[src/rtl/dbn_arb_pkg.sv]
// Shared types and default sizes for the horizontal/vertical arbitration blocks.
// Index width is derived from the core count so encoders and servers agree.
package dbn_arb_pkg;

  localparam int NUM_CORE_H_DFLT = 6;
  localparam int DATA_W_DFLT     = 16;
  localparam int CNT_W_DFLT      = 16;
  localparam int IDX_W           = $clog2(NUM_CORE_H_DFLT);

  typedef enum logic [1:0] {
    IDLE    = 2'd0,
    SEND    = 2'd1,
    ACK     = 2'd2,
    RELEASE = 2'd3
  } state_t;

  typedef logic [IDX_W-1:0] core_idx_t;

endpackage

[src/rtl/onehot_to_idx_hv.sv]
// Combinational one-hot to binary encoder with one-hot and multi-hot flags.
// idx is only meaningful while valid is high.
module onehot_to_idx_hv
  import dbn_arb_pkg::*;
#(
  parameter int N  = NUM_CORE_H_DFLT,
  parameter int IW = IDX_W
) (
  input  logic [N-1:0]  vec,
  output logic [IW-1:0] idx,
  output logic          valid,
  output logic          multi
);

  always_comb begin
    idx = '0;
    for (int i = 0; i < N; i++) begin
      if (vec[i]) idx = idx | IW'(i);
    end
    valid = $onehot(vec);
    multi = (vec != '0) && !valid;
  end

endmodule

[src/rtl/arbiter_grant_server_hv.sv]
// Responder for the horizontal arbiter: captures the granted core's word,
// forwards it with valid/ready, then pulses a per-core ack.
//
// state   | meaning
// IDLE    | waiting for a one-hot grant
// SEND    | out_valid high, holding captured word until out_ready
// ACK     | one-cycle core_ack pulse, served_cnt advances
// RELEASE | waiting for the served core to drop its grant bit
module arbiter_grant_server_hv
  import dbn_arb_pkg::*;
#(
  parameter int NUM_CORE_H = NUM_CORE_H_DFLT,
  parameter int DATA_W     = DATA_W_DFLT,
  parameter int CNT_W      = CNT_W_DFLT
) (
  input  logic                         clk,
  input  logic                         rst_n,
  input  logic [NUM_CORE_H-1:0]        grant_in,
  input  logic [NUM_CORE_H*DATA_W-1:0] core_data,
  output logic [NUM_CORE_H-1:0]        core_ack,
  output logic                         out_valid,
  input  logic                         out_ready,
  output logic [DATA_W-1:0]            out_data,
  output core_idx_t                    out_idx,
  output logic                         busy,
  output logic                         grant_err,
  output logic [CNT_W-1:0]             served_cnt
);

  state_t                  state, state_nxt;
  logic [NUM_CORE_H-1:0]   grant_q;
  core_idx_t               idx_q;
  core_idx_t               enc_idx;
  logic [DATA_W-1:0]       data_q;
  logic [DATA_W-1:0]       sel_word;
  logic                    enc_valid;
  logic                    enc_multi;
  logic                    capture;

  onehot_to_idx_hv #(
    .N  (NUM_CORE_H),
    .IW (IDX_W)
  ) u_enc (
    .vec   (grant_in),
    .idx   (enc_idx),
    .valid (enc_valid),
    .multi (enc_multi)
  );

  assign sel_word = core_data[enc_idx*DATA_W +: DATA_W];

  always_comb begin
    state_nxt = state;
    capture   = 1'b0;
    case (state)
      IDLE: begin
        if (enc_valid) begin
          state_nxt = SEND;
          capture   = 1'b1;
        end
      end
      SEND: begin
        if (out_ready) state_nxt = ACK;
      end
      ACK: begin
        state_nxt = RELEASE;
      end
      RELEASE: begin
        // Served bit must drop first so a held request is never served twice
        if ((grant_in & grant_q) == '0) state_nxt = IDLE;
      end
      default: begin
        state_nxt = IDLE;
      end
    endcase
  end

  always_ff @(posedge clk) begin
    if (!rst_n) begin
      state      <= IDLE;
      grant_q    <= '0;
      idx_q      <= '0;
      data_q     <= '0;
      grant_err  <= 1'b0;
      served_cnt <= '0;
    end else begin
      state <= state_nxt;
      if (capture) begin
        grant_q <= grant_in;
        idx_q   <= enc_idx;
        data_q  <= sel_word;
      end
      if (state == IDLE && enc_multi) grant_err <= 1'b1;
      if (state == ACK) served_cnt <= served_cnt + CNT_W'(1);
    end
  end

  assign out_valid = (state == SEND);
  assign out_data  = data_q;
  assign out_idx   = idx_q;
  assign busy      = (state != IDLE);
  assign core_ack  = (state == ACK) ? grant_q : '0;

endmodule

[config.mk]
export PLATFORM = sky130hd
export DESIGN_NAME = arbiter_grant_server_hv
export DESIGN_NICKNAME = d
export VERILOG_FILES = /design/src/rtl/dbn_arb_pkg.sv /design/src/rtl/onehot_to_idx_hv.sv /design/src/rtl/arbiter_grant_server_hv.sv
export SDC_FILE = /design/constraint.sdc
export NUM_CORES = 1
export LEC_CHECK = 0
export ABC_AREA = 1
export CORE_UTILIZATION = 29
export CTS_BUF_LIST = sky130_fd_sc_hd__clkbuf_8 sky130_fd_sc_hd__clkbuf_16
export DETAILED_ROUTE_END_ITERATION = 10
export HOLD_SLACK_MARGIN = 0.1
export PLACE_DENSITY = 0.66
export SYNTH_ARGS = -nofsm -noshare
export SYNTH_HDL_FRONTEND = slang
export SYNTH_HIERARCHICAL = 1
export SYNTH_SLANG_ARGS = --single-unit
[constraint.sdc]
create_clock -name clk -period 3.5 [get_ports clk]
set_clock_uncertainty 0.15 [all_clocks]
set_input_delay 0.7 -clock clk [delete_from_list [all_inputs] [get_ports clk]]
set_output_delay 0.7 -clock clk [all_outputs]
set_load 0.01 [all_outputs]
# [Word level (Yosys, flattened, before mapping)]
# Cells that the tools add are included.
[op_classes] addsub=6 n_mul=0 div_mod_pow=0 n_lt_le_gt_ge=0 eq_ne=7 n_shift=1 mux=12 bitwise_logic=1 reduce_logical=8
[op_table] op="96-bit by 8-bit indexed part select with 16-bit output" n=1
[op_table] op="16-bit by 1-bit adder with 16-bit output (second input constant)" n=1
[op_table] op="2-bit two-way mux" n=5
[op_table] op="2-bit one-hot mux with 4 select lines" n=1
[op_table] op="1-bit by 1-bit adder with 2-bit output" n=3
[op_table] op="3-bit adder" n=2
[op_table] op="6-bit bitwise AND" n=1
[op_table] op="6-bit logical NOT" n=1
[op_table] op="3-bit two-way mux" n=2
[op_table] op="6-bit two-way mux" n=1
[op_table] op="6-bit nonzero test" n=1
[op_table] op="2-bit == test (second input constant)" n=2
[op_table] op="2-bit inequality test (second input constant)" n=2
[op_table] op="3-bit by 1-bit == test with 1-bit output (second input constant)" n=1
[op_table] op="1-bit two-way mux" n=3
[op_table] op="3-bit AND reduction" n=1
[op_table] op="2-bit by 1-bit == test with 1-bit output (second input constant)" n=1
[op_table] op="1-bit logical AND" n=2
[op_table] op="2-bit logical NOT" n=1
[op_table] op="2-bit by 1-bit inequality test with 1-bit output (second input constant)" n=1
[op_table] op="2-bit nonzero test" n=1
[op_table] op="1-bit logical NOT" n=1
[word_totals] register_bits=44 latchBits=0 ram_bits=0 romBits=0 word_cells=41 n_memories=0

# [Depth between registers and ports, before layout]
[logic_depth] word_depth=7 mapped_depth=15 depth_no_buf=14

# [Modules after synthesis]
# Netlist, hierarchy kept.
[modules_own_cells] mod="arbiter_grant_server_hv" instances=1 cells_each=461 area_per_inst_um2=2772.7 seq_area_each_um2=880.8
[modules_own_cells] mod="onehot_to_idx_hv" instances=1 cells_each=28 area_per_inst_um2=185.2 seq_area_each_um2=0.0

# [Worst setup path after synthesis]
# No wires, ideal clock.
[synth_timing] kind="in2reg" from="input port grant_in[0]" to="register data_q[10] (netlist: out_data[10])" t_arrival_ns=2.997 required_time_ns=3.280 setup_slack_ns=0.283 stages=13 path_buffers=1 cell_sequence="fa_1 > inv_1 > fa_1 > inv_1 > fa_1 > nor2_1 > nand2_2 > inv_1 > nand2_1 > inv_2 > clkbuf_1 > o21ai_0 > a21oi_1"
[synth_between] elab_chain_cells=6
[synth_lines] item="from (decl)" line_no="arbiter_grant_server_hv.sv:18" text="input logic [NUM_CORE_H-1:0] grant_in,"
[synth_lines] item="1-bit by 1-bit adder with 2-bit output (implied by the code)" line_no="onehot_to_idx_hv.sv:20" text="valid = $onehot(vec);"
[synth_lines] item="3-bit adder (implied by the code) (2 in a row)" line_no="onehot_to_idx_hv.sv:20"
[synth_lines] item="3-bit by 1-bit == test with 1-bit output" line_no="onehot_to_idx_hv.sv:20"
[synth_lines] item="via enc_valid" line_no="arbiter_grant_server_hv.sv:36" text="logic enc_valid;"
[synth_lines] item="1-bit two-way mux" line_no="arbiter_grant_server_hv.sv:57" text="if (enc_valid) begin"
[synth_lines] item="1-bit two-way mux" line_no="arbiter_grant_server_hv.sv:55" text="case (state)"
[synth_lines] item="to (signal assigned)" line_no="arbiter_grant_server_hv.sv:91" text="data_q <= sel_word;"
[synth_lines] item="to (decl)" line_no="arbiter_grant_server_hv.sv:34" text="logic [DATA_W-1:0] data_q;"
# The timed path passes the listed nets, and every way through them passes these cells.
# A chain may end at the register's enable or synchronous reset.

# [Worst setup path in the final report]
[layout_timing] from="input port grant_in[5]" to="register data_q[0] (netlist: out_data[0])"
[layout_between] elab_chain_cells=5
[layout_lines] item="1-bit by 1-bit adder with 2-bit output (implied by the code)" line_no="onehot_to_idx_hv.sv:20"
[layout_lines] item="3-bit adder (implied by the code)" line_no="onehot_to_idx_hv.sv:20"
[layout_lines] item="3-bit by 1-bit == test with 1-bit output" line_no="onehot_to_idx_hv.sv:20"
[layout_lines] item="via enc_valid" line_no="arbiter_grant_server_hv.sv:36"
[layout_lines] item="1-bit two-way mux" line_no="arbiter_grant_server_hv.sv:57"
[layout_lines] item="1-bit two-way mux" line_no="arbiter_grant_server_hv.sv:55"
# The timed path passes the listed nets, and every way through them passes these cells.

==> summary.md <==
| Metric | Value |
|---|---|
| Ant. Diodes | 0 |
| Detailed-route via count | 3,461 |
| Worst Tran Pin Value | 0.629 ns |
| Crit-path cells | clkdlybuf4s50_1, inv_1, ha_1, inv_1, fa_1, inv_1, fa_1, nor2_1, nand2_2, inv_1, nand2_2, inv_4, buf_12, o21ai_0, a21oi_1 |
| Slew margin rel. | 58.0% |
| Post-Route Utilization | 48.9% |
| Critical Path Start Type | primary input |
| Avg Inst Size Synth | 6.05 µm² |
| Pre-CTS setup slack | -0.273 ns |
| Final Setup Violations | 0 |
| Power per cell area | 414 mW/mm² |
| Clock-pin slew of the registers on the worst-case setup and hold paths | 0.08 ns |
| Dpl hpwl | 7660 µm |
| First-pass DRT Iterations | 4 |
| Vias in the first global route | 3,235 |
| Initial Utilization | 30.1% |
| Row cnt | 36 |
| Worst hold path depth | 2 |
| Most used cell, CP | inv_1 |
| WHS Endpoint | out_idx[2] |
| Layout cells sized above 1 | 6.42% |
| Worst Reg-to-Reg Cells | 9 |
| Setup WS post-layout | 0.349 ns |
| Mapped Cells | 489 |
| Final hold viol count | 0 |
| Synth Register Bits | 44 |
| Synth Net Count | 606 |
| Via density | 4.48 |
| Reg-to-reg startpoint | state[0] |
| Final wirelength | 9510 µm |
| Max Cap Viol | 0 |
| Min cycle time layout | 3.15 ns |
| Chip height | 103 µm |
| Max Buffers Root-to-Sink | 2 |
| Worst path bufs/invs | 7 |
| Hold_sp | out_idx[2] |
| CTS Root Cell | clkbuf_8 |
| Critical path type | in -> reg |
| Worst path required time | 3.58 ns |
| Drt wl/cell | 12.3 µm |
| Leak Pwr | 2.06 nW |
| GRT Overall Usage | 18.3% |
| Final hold slack | 0.349 ns |
| Synth top area cells | dfxtp_1 30%, nor2_1 16%, nand2_1 10% |
| Layout Nets | 755 |
| Die area | 0.0106 mm² |
| Largest net degree at the start of global routing | 27 |
| Post-DRT Antenna Nets | 0 |
| Setup crit end kind | flip-flop |
| Post-cts hold buffer count | 0 |
| Antenna violations before repair | 0 |
| Initial drt markers | 157 |
| Syn. warnings | 6 |
| Hold crit path type | reg -> reg |
| Fin Setup TNS | 0 ns |
| Number of cells on the critical path | 15 |
| CP startpoint | grant_in[5] |
| Critical path's largest stage delay | 0.48 ns |
| Synth area leader | dfxtp_1 |
| Synthesized cell area | 0.00296 mm² |
| # DRC | 0 |
| Outcome | complete, no violations |
| CTS tree | yes |
| Layout area overhead | 62.5% |
| Post-synthesis sequential area ratio | 29.8% |
| R2r setup slk | 1.42 ns |
| Chip width | 103 µm |
| First-pass GRT wire length | 14,900 µm |
| Final RePlAce weighted congestion | 0.840 |
| Fmax | 317 MHz |
| GR Overflow Total | 0 |
| Final Max Tran Viols | 0 |
| Port buffer count | 148 |
| Critical path arrival | 3.23 ns |
| R2r endpoint | served_cnt[14] |
| Slowest cell on crit path | clkdlybuf4s50_1 |
| I/O Pins | 149 |
| Core footprint | 0.00982 mm² |
| Final period util | 90.0% |
| Post-synth top area share | 29.8% |
| RSZ-0062 raised after global routing | no |
| Worst skew pair latency | 0.30 ns |
| Cell variety after synth | 28 |
| Delay-heaviest family, CP | adder cells |
| H-tree Lvls | 2 |
| Critical-path maximum fanout | 17 |
| CTS Sinks | 44 |
| Cts bufs inserted | 5 |
| VDD IR max | 291 µV |
-- cells by family after synthesis --
group	Yosys count	synth area share [%]
DFF	44	29.8
adders and majority gates	12	5.84
buffers and inverters	82	12.4
AOI/OAI and AO/OA	123	21.4
and+or+nand+nor	227	30.3
xor gates and xnor gates	1	0.296
-- flip-flops by register name, summed over array words and instances, names as in the netlist --
| register | count |
|---|---|
| out_idx | 3 |
| out_data | 16 |
| state | 2 |
| grant_err | 1 |
| served_cnt | 16 |
| grant_q | 6 |
-- report_power, final --
group / switching, mW / internal (mW) / total (mW)
logic: 0.381 / 0.420 / 0.800
registers: 0.0608 / 0.586 / 0.646
clock network: 0.184 / 0.357 / 0.541
total: 0.626 / 1.36 / 1.99
-- placed cells by master, fill, tap and decap left out, types with 4 or more instances in the layout --
| master | synthesis | routed |
|---|---|---|
| dfxtp_1 | 44 | 44 |
| nor2_1 | 123 | 123 |
| a21oi_1 | 30 | 30 |
| o21ai_0 | 36 | 36 |
| nand2_1 | 82 | 81 |
| nand3_1 | 10 | 10 |
| clkdlybuf4s50_1 | 0 | 145 |
| nor3_1 | 5 | 5 |
| nor2_2 | 4 | 4 |
| clkinv_1 | 6 | 6 |
| clkbuf_8 | 0 | 5 |
| inv_2 | 6 | 5 |
| buf_4 | 2 | 15 |
| o21ai_1 | 51 | 51 |
| ha_1 | 9 | 9 |
| inv_1 | 45 | 45 |
-- metrics by stage --
stage	power, mW	cell area [µm²]	std cells
after floorplan	1.04	2960	489
after global placement	1.43	4630	763
after detailed placement	1.45	4630	763
after CTS	1.99	4790	771
after global routing	2.12	4810	772
final	1.99	4810	772
-- worst max-delay path by stage --
stage	to	slack, ns
detailed placement	out_data[0]	-0.27
finish	out_data[0]	0.35
global placement	out_data[1]	-0.18
CTS	out_data[0]	0.03
floorplan	out_data[10]	0.28
global route	out_data[0]	0.18
-- Yosys cell counts --
cell type	count
buf_2	7
nor3_1	5
fa_1	3
ha_1	9
inv_2	6
clkbuf_1	10
a21oi_1	30
o21bai_1	1
buf_4	2
inv_6	1
a211oi_1	2
nor2_1	123
o22ai_1	1
a22oi_1	1
nand2_4	1
nand3_1	10
nor2_2	4
dfxtp_1	44
nand2_1	82
o21ai_1	51
nand2_2	1
inv_1	45
o21ai_0	36
buf_6	5
clkinv_1	6
xnor2_1	1
o211a_1	1
nand3_2	1
-- layer usage --
layer | vias to the layer above | global-route usage [%] | part of all wire (%)
met5 | - | 0 | 0
met4 | 0 | 4.66 | 1.3
met3 | 10 | 5.76 | 7.2
met2 | 105 | 33.3 | 48
met1 | 1509 | 20.6 | 43
li1 | 1837 | - | -
-- worst register-to-register path, cell delays in order, from the launching register on --
cell and delay [ns]:
dfxtp_1 0.36, inv_1 0.12, ha_1 0.44, nand2_1 0.18
nor2_2 0.19, nand3_2 0.16, nor2_2 0.20, nand3_1 0.09
nand2_1 0.07, nor2_1 0.03
-- area by class of cell --
| class | instances | area, µm² |
|---|---|---|
| flip-flops and latches | 44 | 881 |
| fillers | 1031 | 5010 |
| multi-input cells | 363 | 1710 |
| inverters | 58 | 225 |
| clock buffers | 5 | 68.8 |
| well taps | 133 | 166 |
| repair buffers | 166 | 1660 |
| clock inverters | 3 | 90.1 |
-- repair_timing --
action                                 CTS  global route
endpoints found under the hold margin    0             0
gates resized for setup                  0             5
setup endpoints to repair                0            21
buffers inserted                         0             1
No activity file was read; power rests on OpenSTA's default activity.
